**src/rtl/tdc_readout_pkg.sv**
```systemverilog
// +----------------------------------------------------------------------------+
// | tdc_readout_pkg : hit-word field widths, bit offsets and packing helper     |
// | Rev 1.0                                                                    |
// +----------------------------------------------------------------------------+
`default_nettype none

package tdc_readout_pkg;

  localparam int TOA_W  = 10;
  localparam int TOT_W  = 9;
  localparam int CAL_W  = 10;
  localparam int BCID_W = 12;

  localparam int TOA_LSB    = 0;
  localparam int TOT_LSB    = TOA_LSB + TOA_W;
  localparam int CAL_LSB    = TOT_LSB + TOT_W;
  localparam int TOAERR_BIT = CAL_LSB + CAL_W;
  localparam int TOTERR_BIT = TOAERR_BIT + 1;
  localparam int CALERR_BIT = TOTERR_BIT + 1;
  localparam int BCID_LSB   = CALERR_BIT + 1;
  localparam int HIT_WORD_W = BCID_LSB + BCID_W;

  localparam int BCID_MAX_DEFAULT = 3563;

  function automatic logic [HIT_WORD_W-1:0] pack_hit(
    input logic [BCID_W-1:0] bcid,
    input logic              cal_err,
    input logic              tot_err,
    input logic              toa_err,
    input logic [CAL_W-1:0]  cal,
    input logic [TOT_W-1:0]  tot,
    input logic [TOA_W-1:0]  toa
  );
    logic [HIT_WORD_W-1:0] w;
    w                       = '0;
    w[TOA_LSB +: TOA_W]     = toa;
    w[TOT_LSB +: TOT_W]     = tot;
    w[CAL_LSB +: CAL_W]     = cal;
    w[TOAERR_BIT]           = toa_err;
    w[TOTERR_BIT]           = tot_err;
    w[CALERR_BIT]           = cal_err;
    w[BCID_LSB +: BCID_W]   = bcid;
    return w;
  endfunction

endpackage

`default_nettype wire

```
**src/rtl/tdc_sync_fifo.sv**
```systemverilog
// +----------------------------------------------------------------------------+
// | tdc_sync_fifo : single-clock first-word-fall-through FIFO with occupancy    |
// | Rev 1.0                                                                    |
// +----------------------------------------------------------------------------+
`default_nettype none

module tdc_sync_fifo #(
  parameter int WIDTH = 44,
  parameter int DEPTH = 16
) (
  input  logic                     clk,
  input  logic                     rst_n,
  input  logic                     i_wr_req,
  input  logic [WIDTH-1:0]         i_wr_data,
  input  logic                     i_rd_ready,
  output logic                     o_rd_valid,
  output logic [WIDTH-1:0]         o_rd_data,
  output logic [$clog2(DEPTH):0]   o_count,
  output logic                     o_drop
);

  localparam int              c_AW   = $clog2(DEPTH);
  localparam int              c_CW   = c_AW + 1;
  localparam logic [c_CW-1:0] c_FULL = c_CW'(DEPTH);
  localparam logic [c_CW-1:0] c_ONE  = c_CW'(1);

  logic [WIDTH-1:0] r_mem [DEPTH];
  logic [c_AW-1:0]  r_wr_ptr;
  logic [c_AW-1:0]  r_rd_ptr;
  logic [c_CW-1:0]  r_count;
  logic [WIDTH-1:0] r_head;

  logic             w_empty;
  logic             w_full;
  logic             w_pop;
  logic             w_push;
  logic [c_AW-1:0]  w_rd_ptr_nxt;
  logic [WIDTH-1:0] w_head_nxt;

  assign w_empty      = (r_count == '0);
  assign w_full       = (r_count == c_FULL);
  assign w_pop        = ~w_empty & i_rd_ready;
  // A full FIFO still accepts a write when the head leaves on the same edge.
  assign w_push       = i_wr_req & (~w_full | w_pop);
  assign w_rd_ptr_nxt = r_rd_ptr + c_AW'(1);

  // The head register is the FWFT output; it keeps the last popped word once empty.
  always_comb begin
    w_head_nxt = r_head;
    if (w_pop) begin
      if (r_count > c_ONE) begin
        w_head_nxt = r_mem[w_rd_ptr_nxt];
      end else if (w_push) begin
        w_head_nxt = i_wr_data;
      end
    end else if (w_empty && w_push) begin
      w_head_nxt = i_wr_data;
    end
  end

  always_ff @(posedge clk) begin
    if (w_push) begin
      r_mem[r_wr_ptr] <= i_wr_data;
    end
  end

  always_ff @(posedge clk or negedge rst_n) begin
    if (!rst_n) begin
      r_wr_ptr <= '0;
      r_rd_ptr <= '0;
      r_count  <= '0;
      r_head   <= '0;
    end else begin
      r_head <= w_head_nxt;
      if (w_push) begin
        r_wr_ptr <= r_wr_ptr + c_AW'(1);
      end
      if (w_pop) begin
        r_rd_ptr <= w_rd_ptr_nxt;
      end
      case ({w_push, w_pop})
        2'b10:   r_count <= r_count + c_ONE;
        2'b01:   r_count <= r_count - c_ONE;
        default: r_count <= r_count;
      endcase
    end
  end

  assign o_rd_valid = ~w_empty;
  assign o_rd_data  = r_head;
  assign o_count    = r_count;
  assign o_drop     = i_wr_req & ~w_push;

endmodule

`default_nettype wire

```
**src/rtl/tdc_hit_buffer.sv**
```systemverilog
// +----------------------------------------------------------------------------+
// | tdc_hit_buffer : BCID tagging, hit packing and overflow-counted FWFT buffer |
// | Rev 1.0                                                                    |
// +----------------------------------------------------------------------------+
`default_nettype none

module tdc_hit_buffer
  import tdc_readout_pkg::*;
#(
  parameter int DEPTH    = 16,
  parameter int BCID_MAX = BCID_MAX_DEFAULT,
  parameter int OVF_W    = 8
) (
  input  logic                    clk40M,
  input  logic                    rstn,
  input  logic                    hitFlag,
  input  logic [TOA_W-1:0]        TOA_code,
  input  logic [TOT_W-1:0]        TOT_code,
  input  logic [CAL_W-1:0]        Cal_code,
  input  logic                    TOAerrorFlag,
  input  logic                    TOTerrorFlag,
  input  logic                    CalerrorFlag,
  input  logic                    bcReset,
  input  logic                    rdReady,
  output logic                    rdValid,
  output logic [HIT_WORD_W-1:0]   rdData,
  output logic [$clog2(DEPTH):0]  fifoCount,
  output logic [OVF_W-1:0]        overflowCnt,
  output logic                    overflowFlag,
  input  logic                    clrOverflow
);

  localparam logic [BCID_W-1:0] c_BCID_MAX = BCID_W'(BCID_MAX);

  logic [BCID_W-1:0]     r_bcid;
  logic [OVF_W-1:0]      r_ovf_cnt;
  logic                  r_ovf_flag;
  logic [HIT_WORD_W-1:0] w_hit_word;
  logic                  w_drop;

  // Hits take the BCID of their own cycle, so the tag comes straight from the register.
  assign w_hit_word = pack_hit(r_bcid, CalerrorFlag, TOTerrorFlag, TOAerrorFlag,
                               Cal_code, TOT_code, TOA_code);

  always_ff @(posedge clk40M or negedge rstn) begin
    if (!rstn) begin
      r_bcid <= '0;
    end else if (bcReset || (r_bcid == c_BCID_MAX)) begin
      r_bcid <= '0;
    end else begin
      r_bcid <= r_bcid + BCID_W'(1);
    end
  end

  tdc_sync_fifo #(
    .WIDTH (HIT_WORD_W),
    .DEPTH (DEPTH)
  ) u_fifo (
    .clk        (clk40M),
    .rst_n      (rstn),
    .i_wr_req   (hitFlag),
    .i_wr_data  (w_hit_word),
    .i_rd_ready (rdReady),
    .o_rd_valid (rdValid),
    .o_rd_data  (rdData),
    .o_count    (fifoCount),
    .o_drop     (w_drop)
  );

  // Clear wins over a drop landing on the same edge.
  always_ff @(posedge clk40M or negedge rstn) begin
    if (!rstn) begin
      r_ovf_cnt  <= '0;
      r_ovf_flag <= 1'b0;
    end else if (clrOverflow) begin
      r_ovf_cnt  <= '0;
      r_ovf_flag <= 1'b0;
    end else if (w_drop) begin
      r_ovf_flag <= 1'b1;
      if (~&r_ovf_cnt) begin
        r_ovf_cnt <= r_ovf_cnt + OVF_W'(1);
      end
    end
  end

  assign overflowCnt  = r_ovf_cnt;
  assign overflowFlag = r_ovf_flag;

endmodule

`default_nettype wire

```
**config.mk**
```make
export PLATFORM = sky130hd
export DESIGN_NAME = tdc_hit_buffer
export DESIGN_NICKNAME = d
export VERILOG_FILES = /design/src/rtl/tdc_readout_pkg.sv /design/src/rtl/tdc_sync_fifo.sv /design/src/rtl/tdc_hit_buffer.sv
export SDC_FILE = /design/constraint.sdc
export NUM_CORES = 1
export LEC_CHECK = 0
export ABC_CLOCK_PERIOD_IN_PS = 8200
export CORE_ASPECT_RATIO = 0.6
export CORE_MARGIN = 4
export CORE_UTILIZATION = 60
export CTS_BUF_LIST = sky130_fd_sc_hd__clkbuf_16
export DETAILED_ROUTE_END_ITERATION = 8
export GPL_TIMING_DRIVEN = 1
export PLACE_DENSITY_LB_ADDON = 0.08
export SYNTH_ARGS = -nofsm -noshare
export SYNTH_HDL_FRONTEND = slang
export SYNTH_SLANG_ARGS = --single-unit
```
**constraint.sdc**
```tcl
create_clock -name clk40M -period 8.2 [get_ports clk40M]
set_input_delay 1.23 -clock clk40M [delete_from_list [all_inputs] [get_ports clk40M]]
set_output_delay 1.23 -clock clk40M [all_outputs]
set_load 0.005 [all_outputs]
```
==> flow_summary_export.csv, run 1 <==
group,metric,value,unit
cts,cts-resized-gates,0,
floorplanning,die_x,304,µm
finish,drive_gt1_share,7.76,%
sta,setup_viol,0,
floorplanning,die_h,186,µm
sta,clock_skew,0.0220,ns
routing,viasPerCell,6.55,
pwr,power,14.2,mW
cts,cts_buffers,70,
pwr,swShare,38.8,%
sta,tns,0,ns
pwr,ir_drop,648,µV
placement,hpwlAfterDp,41600,µm
cts,holdBufCountCts,0,
cts,clock_path_buffers,3,
yosys,syn_avg_cell_area,16.0,µm²
yosys,synthSimpleGateAreaFrac,8.96,%
yosys,synthXorXnorAreaFrac,0.639,%
yosys,synth_top_cell_by_area,"edfxtp_1",
worst_setup_path,crit_required,8.63,ns
routing,wl,78600,µm
sta,max_freq,0.253,GHz
hold_path,worstHoldPathType,"reg2reg",
cts,cts.reportedPaths.clkPinSlew,0.06,ns
finish,fill_cells,3477,
cts,root_buffer,"clkbuf_16",
sta,fin_crit_sh,48.3,%
routing,num_vias,18200,
pwr,intPower,8.71,mW
yosys,syn_inst,1972,
yosys,ys_ff_latch,782,
global_routing,track_usage,27.8,%
yosys,muxShareOfSynthArea,12.6,%
routing,drtAntennaViolNets,0,
worst_setup_path,regToRegSetupSlack,4.24,ns
run,cap_violations,0,
cts,post_cts_buffers,0,
yosys,synthDistinctLibCells,44,
worst_setup_path,cp_common_cell,"buf_4",
worst_setup_path,slowest_stage,"buf_4",
worst_setup_path,worstPathArrival,4.39,ns
worst_setup_path,crit_type,"reg2reg",
status,status,"completed",
finish,antenna_cells,0,
hold_path,hold_depth,1,
pwr,seq_power_share,36.1,%
pwr,switching_power,5.52,mW
floorplanning,initial_core_util,61.3,%
worst_setup_path,worst-path-max-fanout,95,
finish,syn2layout_area_growth,12.0,%
yosys,ys_top_cells_by_area,"edfxtp_1 67%, mux2i_1 13%, dfrtp_1 6.2%",
cts,htree_levels,3,
worst_setup_path,reg2regPathDepth,7,
worst_setup_path,cp-start-kind,"flip-flop",
global_routing,antenna_found_initial,0,
cts,clock_latency,0.60,ns
sta,holdWs,0.505,ns
sta,grt_setup_unrepaired,"false",
sta,worst_pin_slew,1.20,ns
global_routing,grt_pass1_vias,17700,
sta,finalHoldViolations,0,
cts,cts.sinks,782,
worst_setup_path,max_stage_delay,0.99,ns
yosys,seq_area_frac_synth,73.2,%
worst_setup_path,cp_cell_sequence,"ha_4 > xnor2_2 > buf_4 > buf_4 > nand3_1 > nand4_1 > a222oi_1",
routing,post-route-drc-count,0,
floorplanning,ioPinCount,97,
sta,report.final.slew_viol_count,0,
yosys,synth_top_family_by_area,"multiplexers",
sta,fin_crit,3.96,ns
worst_setup_path,critPathCaptureType,"flip-flop",
pwr,p_comb_share,42.0,%
placement,place_congestion,0.856,
yosys,yosys.area_share.adder,0.476,%
pwr,p_leak,12.7,nW
floorplanning,dieArea,0.0564,mm²
yosys,synth_compound_area_share,1.96,%
yosys,syn-cell-area,0.0315,mm²
yosys,synth_top_area_share,67.0,%
yosys,syn_nets,2022,
pwr,clkPwrFrac,21.9,%
global_routing,grt_pass1_wl,117000,µm
placement,portBuffers,96,
sta,relSlewSlack,20.2,%
global_routing,grt_max_degree,177,
routing,drt_first_pass_iters,7,
routing,wl_per_cell,28.3,µm
global_routing,gr-total-overflow,0,
finish,fin_nets,2081,
routing,drt_iter0_markers,2423,
pwr,power_density,403,mW/mm²
yosys,ys_warn_count,0,
floorplanning,row_count,64,
floorplanning,core,0.0515,mm²
cts,cts_tree,"built",
power groups by stage:
stage / sequential [mW] / combinational [mW] / clock, mW
after floorplan: 5.10 / 4.06 / 0
after global placement: 5.20 / 5.87 / 0
after detailed placement: 5.21 / 5.91 / 0
after CTS: 5.14 / 5.93 / 3.15
after global routing: 5.18 / 6.36 / 3.32
final: 5.14 / 5.98 / 3.11
kinds of logic (layout without fill, tap and decap cells):
kind of cell	count (synthesis)	after routing
adders and majority gates	12	12
buffers and inverters	152	268
muxes	398	398
xor gates and xnor gates	23	23
AOI/OAI and AO/OA	71	71
and+or+nand+nor	534	534
DFF	782	782
cell usage in the layout (no fill, tap or decap), types with 5 or more instances in the layout:
master	instances
a21oi_1	12
a222oi_1	44
and4_1	6
buf_4	30
clkbuf_16	73
clkdlybuf4s50_1	95
clkinv_1	18
clkinv_2	16
dfrtp_1	77
edfxtp_1	704
ha_1	11
inv_1	21
inv_6	6
mux2i_1	397
nand2_1	14
nand3_1	359
nand4_1	94
nor2_1	14
nor2_4	13
o21ai_0	5
xnor2_1	12
xor2_1	9
cell type report:
class,instances,area (µm²),area share [%]
clock buffer,73,1830,5.17
clock inverter,56,319,0.903
tap,693,867,2.45
multi-input combinational,1038,7950,22.5
timing repair buffer,128,1240,3.50
inverter,11,46.3,0.131
sequential,782,23100,65.3
sequential cells by signal, summed over array words and instances, names as in the netlist:
signal	flops
r_bcid	12
u_fifo.o_count	5
u_fifo.r_wr_ptr	4
u_fifo.r_mem	704
u_fifo.r_rd_ptr	4
u_fifo.o_rd_data	44
overflowFlag	1
overflowCnt	8
path summary, 6_finish.rpt:
| kind | start | end |
|---|---|---|
| max in group asynchronous | rstn | u_fifo.r_rd_ptr[0] |
| max | u_fifo.r_rd_ptr[0] | u_fifo.o_rd_data[42] |
| min in group asynchronous | rstn | u_fifo.o_rd_data[11] |
| min | u_fifo.r_rd_ptr[3] | u_fifo.r_rd_ptr[3] |
| min reg2reg | u_fifo.r_rd_ptr[3] | u_fifo.r_rd_ptr[3] |
| max reg2reg | u_fifo.r_rd_ptr[0] | u_fifo.o_rd_data[42] |
synth_stat cells, drive strengths merged:
cell and count:
edfxtp 704, mux2i 397, nand3 359, nand4 94, clkbuf 81, dfrtp 78, buf 60, a222oi 44
nor2 27, nand2 14, xnor2 13, a21oi 12, ha 12, inv 11, xor2 10, nor3 8
and4 6, o21ai 6, or3 5, and2 4, and3 4, nand4b 3, nor2b 3, o31ai 3
nand2b 2, nor4b 2, a21boi 1, a21o 1, a311oi 1, a31o 1, mux2 1, nand3b 1
nor3b 1, o211ai 1, o21ba 1, or3b 1
layer usage:
metal  vias up  track usage (%)  wire length (µm)
met5         -                0                 0
met4         0             6.54              1630
met3       120             6.45              7870
met2       966             40.3             33800
met1      9197             43.3             35300
li1       7926                -                 -
per-stage QoR:
step | util (%) | setup slack [ns] | cell area, µm² | cells
3_5_place_dp | 64.5 | 3.92 | 33200 | 2652
2_1_floorplan | - | 2.73 | 31500 | 1972
5_1_grt | 68.6 | 4.04 | 35300 | 2781
4_1_cts | 68.6 | 4.32 | 35300 | 2781
6_report | 68.6 | 4.24 | 35300 | 2781
3_3_place_gp | 64.5 | 3.96 | 33200 | 2652
critical path, delay by kind of cell, from the launching register on:
family	cells	cell delay (ns)
DFF	1	0.83
adders and majority gates	1	0.29
buffers and inverters	2	1.78
AOI/OAI and AO/OA	1	0.16
and+or+nand+nor	2	0.51
xor gates and xnor gates	1	0.12
Note: power is estimated with default switching activity, not from simulation.
==> run 2, diff against run 1 <==
--- a/config.mk
+++ b/config.mk
@@ -5,7 +5,7 @@
 export SDC_FILE = /design/constraint.sdc
 export NUM_CORES = 1
 export LEC_CHECK = 0
-export ABC_CLOCK_PERIOD_IN_PS = 8200
+export ABC_CLOCK_PERIOD_IN_PS = 3900
 export CORE_ASPECT_RATIO = 0.6
 export CORE_MARGIN = 4
 export CORE_UTILIZATION = 60
==> constraint.sdc (replaced) <==
create_clock -name clk40M -period 3.9 [get_ports clk40M]
set_input_delay 0.585 -clock clk40M [delete_from_list [all_inputs] [get_ports clk40M]]
set_output_delay 0.585 -clock clk40M [all_outputs]
set_load 0.005 [all_outputs]
==> flow_summary_export.csv, run 2 (synthesis gave the netlist of run 1 again) <==
group,metric,value,unit
cts,cts_buffers,69,
finish,final_cell_mix,"704 x edfxtp_1, 397 x mux2i_1, 359 x nand3_1",
worst_setup_path,crit_required,4.13,ns
finish,syn2layout_area_growth,13.6,%
sta,relSlewSlack,16.3,%
worst_setup_path,worst-path-max-fanout,31,
routing,post-route-drc-count,0,
floorplanning,die_x,304,µm
finish,finalCoreUtilization,69.6,%
global_routing,antenna_found_initial,1,
placement,dp.cells,2677,
floorplanning,die_h,186,µm
placement,place_congestion,0.817,
routing,drtAntennaViolNets,0,
sta,worst_pin_slew,1.25,ns
floorplanning,core,0.0515,mm²
cts,holdBufCountCts,0,
global_routing,grt_max_degree,129,
sta,finalHoldViolations,0,
finish,fin_nets,2105,
worst_setup_path,max_stage_delay,0.52,ns
global_routing,grt_pass1_vias,17700,
sta,report.final.slew_viol_count,0,
global_routing,grt_pass1_wl,112000,µm
floorplanning,dieArea,0.0564,mm²
worst_setup_path,critPathCaptureType,"flip-flop",
finish,regMostFlops,"u_fifo.r_mem",
cts,cts-resized-gates,0,
cts,post_cts_buffers,0,
sta,finalWorstSetupSlack,0.846,ns
worst_setup_path,cp_cell_sequence,"inv_1 > ha_1 > nor3b_1 > a21boi_1 > nand2_1 > nor2_4 > buf_4",
floorplanning,row_count,64,
cts,htree_levels,3,
placement,post-place-ws,0.491,ns
routing,wl,74800,µm
routing,num_vias,18200,
pwr,power,30.3,mW
sta,fin_crit_sh,78.3,%
routing,drt_first_pass_iters,8,
status,status,"completed",
cts,clock_latency,0.60,ns
placement,portBuffers,96,
finish,drive_gt1_share,8.86,%
worst_setup_path,worstPathArrival,3.28,ns
global_routing,gr-total-overflow,0,
cts,root_buffer,"clkbuf_16",
sta,grt_setup_unrepaired,"false",
finish,layout_commonest_cell,"edfxtp_1",
placement,hpwlAfterDp,42600,µm
cts,cts.reportedPaths.clkPinSlew,0.07,ns
sta,clock_skew,0.0232,ns
sta,tns,0,ns
cts,clock_path_buffers,3,
routing,drt_iter0_markers,2208,
sta,max_freq,0.327,GHz
finish,stdcell_count,2806,
global_routing,track_usage,26.4,%
pwr,p_leak,12.9,nW
sta,fin_crit,3.05,ns
run,cap_violations,0,
finish,fin_area,0.0358,mm²
sta,holdWs,0.178,ns
placement,placed_area,0.0336,mm²
worst_setup_path,slowest_stage,"buf_4",
pwr,ir_drop,2380,µV
floorplanning,initial_core_util,61.3,%
routing,wl_per_cell,26.7,µm
cts,cts_tree,"built",
routing,viasPerCell,6.48,
pwr,power_density,846,mW/mm²
finish,largest_register_ffs,704,
worst_setup_path,crit_type,"reg2reg",
worst_setup_path,cp-start-kind,"flip-flop",
sta,setup_viol,0,
floorplanning,ioPinCount,97,
cts,cts.sinks,782,
hold_path,worstHoldPathType,"in2async",
==> run 2: cell types whose count changed in the layout (fill, tap and decap cells not counted), sizes merged <==
cell	delta
buf	+25
inv	-6
bufinv	+4
diode	+2
clkbuf	-1
clkinvlp	+1
==> run 2: cell type report <==
type	instances	area, µm²
diodes	2	5.00
fillers	3357	15600
clock buffers	72	1800
well taps	693	867
inverters	11	46.3
flip-flops and latches	782	23100
clock inverters	55	427
repair buffers	153	1620
multi-input cells	1038	7980
==> run 2: worst paths after layout <==
kind                               startpoint              endpoint  slack, ns  cells after the start
setup / recovery            u_fifo.o_count[0]  u_fifo.r_mem[11][25]       0.85                      7
hold / removal                           rstn        overflowCnt[6]       0.18                      1
setup reg to reg            u_fifo.o_count[0]  u_fifo.r_mem[11][25]       0.85                      7
hold reg to reg            u_fifo.r_rd_ptr[3]    u_fifo.r_rd_ptr[3]       0.50                      1
max in group asynchronous                rstn  u_fifo.o_rd_data[31]       2.84                      2
min in group clk40M        u_fifo.r_rd_ptr[3]    u_fifo.r_rd_ptr[3]       0.50                      1
==> run 2: report_power, final <==
group | total (mW) | switching [mW] | internal (mW)
clock network | 6.73 | 2.97 | 3.76
registers | 10.7 | 0.524 | 10.2
logic | 12.9 | 8.07 | 4.79
total | 30.3 | 11.6 | 18.8
==> run 2: metal layers <==
layer	GRT usage [%]	vias up	share of wire (%)
met4	6.30	2	1.9
met2	39.4	863	44
met5	0	-	0.0094
li1	-	7962	-
met3	6.40	102	9.6
met1	40.0	9248	44
==> run 2: worst max-delay path: cells and delay by family (launching register included) <==
family | cells | cell delay [ns]
adders and majority gates | 1 | 0.22
DFF | 1 | 0.51
buffers and inverters | 2 | 0.63
and+or+nand+nor | 3 | 0.83
AOI/OAI and AO/OA | 1 | 0.47
